<file path="config.mk">
export PLATFORM = sky130hd
export DESIGN_NAME = inst_queue
export DESIGN_NICKNAME = d
export VERILOG_FILES = /design/src/rtl/inst_queue_pkg.sv /design/src/rtl/inst_queue.sv
export SDC_FILE = /design/constraint.sdc
export NUM_CORES = 1
export LEC_CHECK = 0
export ABC_CLOCK_PERIOD_IN_PS = 6210
export BUFFER_PORTS_ARGS = -buffer_cell sky130_fd_sc_hd__buf_2
export CAP_MARGIN = 20
export CORE_MARGIN = 4
export CORE_UTILIZATION = 55
export CTS_BUF_LIST = sky130_fd_sc_hd__clkbuf_8 sky130_fd_sc_hd__clkbuf_16
export CTS_CLUSTER_DIAMETER = 40
export CTS_CLUSTER_SIZE = 10
export DETAILED_ROUTE_END_ITERATION = 10
export PLACE_DENSITY = 0.82
export SLEW_MARGIN = 20
export SYNTH_ARGS = -nofsm -noshare
export SYNTH_HDL_FRONTEND = slang
export SYNTH_SLANG_ARGS = --single-unit
</file>
<file path="constraint.sdc">
create_clock -name clk -period 6.21 [get_ports clk]
set_input_delay 1.863 -clock clk [delete_from_list [all_inputs] [get_ports clk]]
set_output_delay 1.863 -clock clk [all_outputs]
set_load 0.01 [all_outputs]
</file>
<file path="src/rtl/inst_queue_pkg.sv">
// Shared configuration for the instruction queue: data widths, default depth
// and the layout of one queue entry.
package inst_queue_pkg;

    localparam int INST_W   = 32;
    localparam int PC_W     = 32;
    localparam int IQ_DEPTH = 16;

    typedef struct packed {
        logic [INST_W-1:0] inst;
        logic [PC_W-1:0]   pc;
    } iq_entry_t;

endpackage

</file>
<file path="src/rtl/inst_queue.sv">
// Circular instruction queue between fetch and issue. It has no bypass, so the
// head data is always read straight out of storage.
module inst_queue
    import inst_queue_pkg::*;
#(
    parameter int DEPTH = IQ_DEPTH,
    parameter int PTR_W = $clog2(DEPTH)
) (
    input  logic              clk,
    input  logic              rst,
    input  logic              rdy,
    input  logic              if_valid,
    input  logic [INST_W-1:0] inst_from_if,
    input  logic [PC_W-1:0]   pc_from_if,
    output logic              queue_full,
    input  logic              issue_ready,
    output logic              inst_valid,
    output logic [INST_W-1:0] inst_to_issue,
    output logic [PC_W-1:0]   pc_to_issue,
    input  logic              jump_flag
);

    localparam logic [PTR_W:0] FULL_COUNT = (PTR_W+1)'(DEPTH);

    iq_entry_t        mem [DEPTH];
    logic [PTR_W-1:0] head;
    logic [PTR_W-1:0] tail;
    logic [PTR_W:0]   count;
    logic             push;
    logic             pop;
    iq_entry_t        head_entry;

    // Status comes only from the registered count, so fetch/issue handshakes
    // never see a combinational path through this block.
    assign queue_full = (count == FULL_COUNT);
    assign inst_valid = (count != '0);

    assign push = rdy && if_valid   && !queue_full && !jump_flag;
    assign pop  = rdy && issue_ready && inst_valid && !jump_flag;

    assign head_entry    = mem[head];
    assign inst_to_issue = head_entry.inst;
    assign pc_to_issue   = head_entry.pc;

    always_ff @(posedge clk or negedge rst) begin
        if (!rst) begin
            head  <= '0;
            tail  <= '0;
            count <= '0;
        end else if (rdy) begin
            if (jump_flag) begin
                head  <= '0;
                tail  <= '0;
                count <= '0;
            end else begin
                // Pointers wrap naturally because they are exactly log2(DEPTH) wide.
                if (push) tail <= tail + 1'b1;
                if (pop)  head <= head + 1'b1;
                case ({push, pop})
                    2'b10:   count <= count + 1'b1;
                    2'b01:   count <= count - 1'b1;
                    default: count <= count;
                endcase
            end
        end
    end

    always_ff @(posedge clk) begin
        if (push) begin
            mem[tail] <= '{inst: inst_from_if, pc: pc_from_if};
        end
    end

endmodule

</file>
# Yosys cells after proc, flatten, opt, wreduce, memory -nomap -nowiden
# Memory sizes are Yosys's and may differ from the RTL's.
# Index checks and enable logic that the tools add are counted.
# op_classes
n_eq_ne,3
n_mux,8
reduce_logical,15
addsub,4
# op_table
operator,count
2-to-1 mux 4 bit,4
case mux 5 bit (2 select lines),1
adder 4 x 1 -> 4 bit (second input constant),2
logical AND 1 bit,6
AND reduction 2 bit,3
adder 5 x 1 -> 5 bit (second input constant),1
== test 5 bit (second input constant),1
2-to-1 mux 5 bit,1
nonzero test 5 bit,1
subtractor 5 x 1 -> 5 bit (second input constant),1
nonzero test 2 bit,2
nonzero test 3 bit,1
== test 2 x 1 -> 1 bit (second input constant),1
== test 2 bit (second input constant),1
zero test 1 bit,2
2-to-1 mux 1 bit,2
# totals
n_memories,1
input_bits,70
ff_bits,13
mem_bits_rw,1024
# mem_list
memory,depth,width,rd,rd_clocked_by_memory_dff,wr,line_no,rtl
mem,16,64,1,0,1,inst_queue.sv:25,iq_entry_t mem [DEPTH];

# Depth between registers and ports, before layout
# depth
depth_word,7
depth_mapped,10

# Least setup slack after synthesis
# No wires, ideal clock.
# synth_path
path_kind,input -> register
startpoint,input port if_valid
endpoint,memory mem[3][0] (netlist name) (enable)
cell_stages,4
setup_slack_ns,-1.174
setup_ns,0.565
arrival_time_ns,6.819
t_required_ns,5.645
path_cell_list,a21boi_0 > buf_2 > nand3_1 > nor3_1
# synth_between
elab_chain_cells,5
# synth_lines
item,line_no,rtl
from (decl),inst_queue.sv:12,"input logic if_valid,"
logical AND 1 bit (3 in series),inst_queue.sv:38,assign push = rdy && if_valid && !queue_full && !jump_flag;
2-to-1 mux 1 bit,inst_queue.sv:69,if (push) begin
2-to-1 mux 1 bit (implied by the code),inst_queue.sv:70,"mem[tail] <= '{inst: inst_from_if, pc: pc_from_if};"
to (decl),inst_queue.sv:25,
# No other way between the ends.

# Worst setup path in the final report
# layout_path
startpoint,register head[0]
endpoint,output port inst_to_issue[20]
# layout_between
elab_chain_cells,1
# layout_lines
item,line_no,rtl
from (decl),inst_queue.sv:26,logic [PTR_W-1:0] head;
from (signal assigned),inst_queue.sv:58,if (pop) head <= head + 1'b1;
memory (16 x 64 bit),-,
to (decl),inst_queue.sv:18,"output logic [INST_W-1:0] inst_to_issue,"
# No other way between the ends.

==> results.yml <==
outcome:
  status: "finished clean"
cells_and_area:
  fill_cells: 4350
  seqCellArea_mm2: 0.0311
  final_common_cell: "edfxtp_1"
  most-common-layout-cells: "1024 x edfxtp_1, 315 x mux4_2, 139 x clkbuf_16"
  layout-drive-gt1-share_pct: 37.0
  fin_nets: 1850
  area_growth_pct: 15.0
  multi_input_area_mm2: 0.00806
clock_network:
  cts_buffers: 130
  postCtsSetupRepairBufs: 0
  clockRootBuffer: "clkbuf_16"
  cts_tree: "done"
  holdBufCountCts: 0
  cts_buffer_depth: 3
  clk_pin_slew_worst_paths_ps: 50
  cts.sinks: 1037
  cts.htree.levels: 4
  cts.repair.resized: 0
  insertion_delay_ps: 700
floorplanning:
  start_util_pct: 55.4
  die_w_um: 276
  core_mm2: 0.0714
  ios: 136
  fp.dieH_um: 276
  die_area_mm2: 0.0762
  rows: 98
worst_setup_path:
  worstPathMaxFanout: 70
  crit_type: "reg2out"
  reg2reg_depth: 6
  cp_common_cell: "mux4_2"
  crit_chain: "buf_12 -> mux4_2 -> mux4_2 -> buf_2"
  arrival_ps: 3440
  end_kind: "primary output"
  crit_family: "multiplexers"
  crit_slowest_cell: "dfrtp_4"
  r2r_end: "mem[4][17]"
  crit_required_ps: 4350
  start_kind: "flip-flop"
  rrSetupSlack_ps: 3240
  reg2reg_from: "count[3]"
  cpPeakStageDelay_ps: 800
  cp.buffers_inverters: 2
logic_synthesis:
  synth_area_mm2: 0.0395
  synth-warning-count: 0
  synth-edff-count: 1024
  synth_cell_types: 45
  synthArstFlopShare_pct: 1.25
  ys_seq_area_share_pct: 78.6
  synthCells: 1543
  ys.flop_type: "edfxtp_1"
  synthesis.nets: 1622
  syn_area_per_cell_um2: 25.6
  ys_seq_elements: 1037
route:
  vias_per_cell: 6.64
  num_vias: 18408
  wirelength_um: 94700
  drtPass1Iterations: 5
  drt_iter0_drc: 2380
  drcViolationCount: 0
  postRouteAntennaNets: 0
  wl_per_cell_um: 34.1
global_route:
  grt_pass1_wl_um: 140000
  antenna_found_initial: 18
  grt-ovfl-total: 0
  grt_pass1_vias: 19842
  grt_max_degree: 72
  grtUsageTotal_pct: 25.3
sta:
  finalWorstSetupSlack_ps: 912
  fmax_mhz: 189
  setup_viol: 0
  worstMarginPinSlew_ps: 806
  min_period_ps: 5300
  slew_violations: 0
  finalHoldViolCount: 0
  layout_worst_path_cycle_share_pct: 85.3
  relSlewSlack_pct: 46.2
  rsz0062_at_grt: "false"
  tns_ps: 0
  fin_skew_ps: 19.6
min_path:
  hold_end: "count[2]"
  min_path_type: "reg2reg"
  hp-start: "count[2]"
  whs_path_depth: 1
pwr:
  peakVddDrop_v: 0.000348
  p_leak_nw: 14.0
  cellPowerDensity_mw_per_mm2: 392
place:
  hpwl_um: 42100
  pre_cts_ws_ps: 1530
  io_buffers: 135
  gp_congestion: 0.759
run:
  maxCapViolCount: 0
## cell families after synthesis
group,count (synthesis),synth area share [%]
multiplexers,323,18.4
flip-flops,1037,78.6
adder cells (fa/ha/maj),9,0.304
XOR/XNOR,1,0.0222
AND/OR/NAND/NOR,52,0.662
AO/OA/AOI/OAI,33,0.690
buffers and inverters,88,1.34
## synth_stat cells (all sizes together), types with 2 or more instances
cell	number	share of area, %
ha	8	0.25
dfrtp	13	0.82
nand2	7	0.066
mux4	320	18
buf	46	0.94
clkbuf	33	0.31
a22o	3	0.066
o2bb2ai	3	0.066
nand2b	3	0.047
mux2i	2	0.051
nor3b	2	0.038
a31oi	2	0.032
nor2	18	0.17
nor3	5	0.063
a21oi	5	0.073
o21ai	7	0.089
o22ai	2	0.032
a21boi	2	0.038
nor4	2	0.032
nor2b	3	0.047
nand3	7	0.089
edfxtp	1024	78
inv	9	0.085
## cell type report
class / instances / area share, %
Sequential cell: 1037 / 68.4
Multi-Input combinational cell: 418 / 17.7
Clock buffer: 139 / 7.65
Timing Repair Buffer: 175 / 2.84
Tap cell: 950 / 2.62
Clock inverter: 39 / 0.652
Inverter: 9 / 0.0743
Antenna cell: 7 / 0.0385
## worst reg2reg max path, delay by kind of cell (launching register included)
family,cells,cell delay [ps]
simple gates,3,1170
compound gates,1,260
buf+inv,2,650
flops,1,500
## where the power goes
group | internal (mW) | switching [mW] | leakage, nW
Combinational | 1.52 | 1.44 | 2.76
Clock | 4.12 | 2.70 | 1.90
Sequential | 7.85 | 0.167 | 9.38
## state kept, by name, indices dropped and copies added, names as in the netlist
signal  flops
mem      1024
count       5
head        4
tail        4
## per-stage QoR
| stage | instances | hold slack, ps | power (mW) | utilization, % | instance area, µm² |
|---|---|---|---|---|---|
| floorplan | 1543 | 592 | 10.3 | - | 39500 |
| global placement | 2589 | 631 | 11.0 | 58.4 | 41700 |
| detailed placement | 2589 | 642 | 11.1 | 58.4 | 41700 |
| CTS | 2767 | 656 | 17.9 | 63.7 | 45400 |
| global route | 2771 | 689 | 18.4 | 63.7 | 45400 |
| finish | 2774 | 658 | 17.8 | 63.7 | 45400 |
## per-layer routing
| metal | track usage, % | share of wire (%) |
|---|---|---|
| met1 | 34.5 | 36 |
| met5 | 0 | 0.097 |
| met2 | 40.8 | 51 |
| met4 | 8.32 | 2.6 |
| met3 | 6.86 | 10 |
## how the worst max path moves through the flow
stage	start	to	depth (start not counted)
2_1_floorplan	if_valid	mem[15][0]	4
3_5_place_dp	rdy	mem[1][11]	5
4_1_cts	head[0]	inst_to_issue[20]	4
3_3_place_gp	rdy	mem[4][10]	5
5_1_grt	head[0]	inst_to_issue[20]	4
6_report	head[0]	inst_to_issue[20]	4
(Power assumes the default switching activity.)
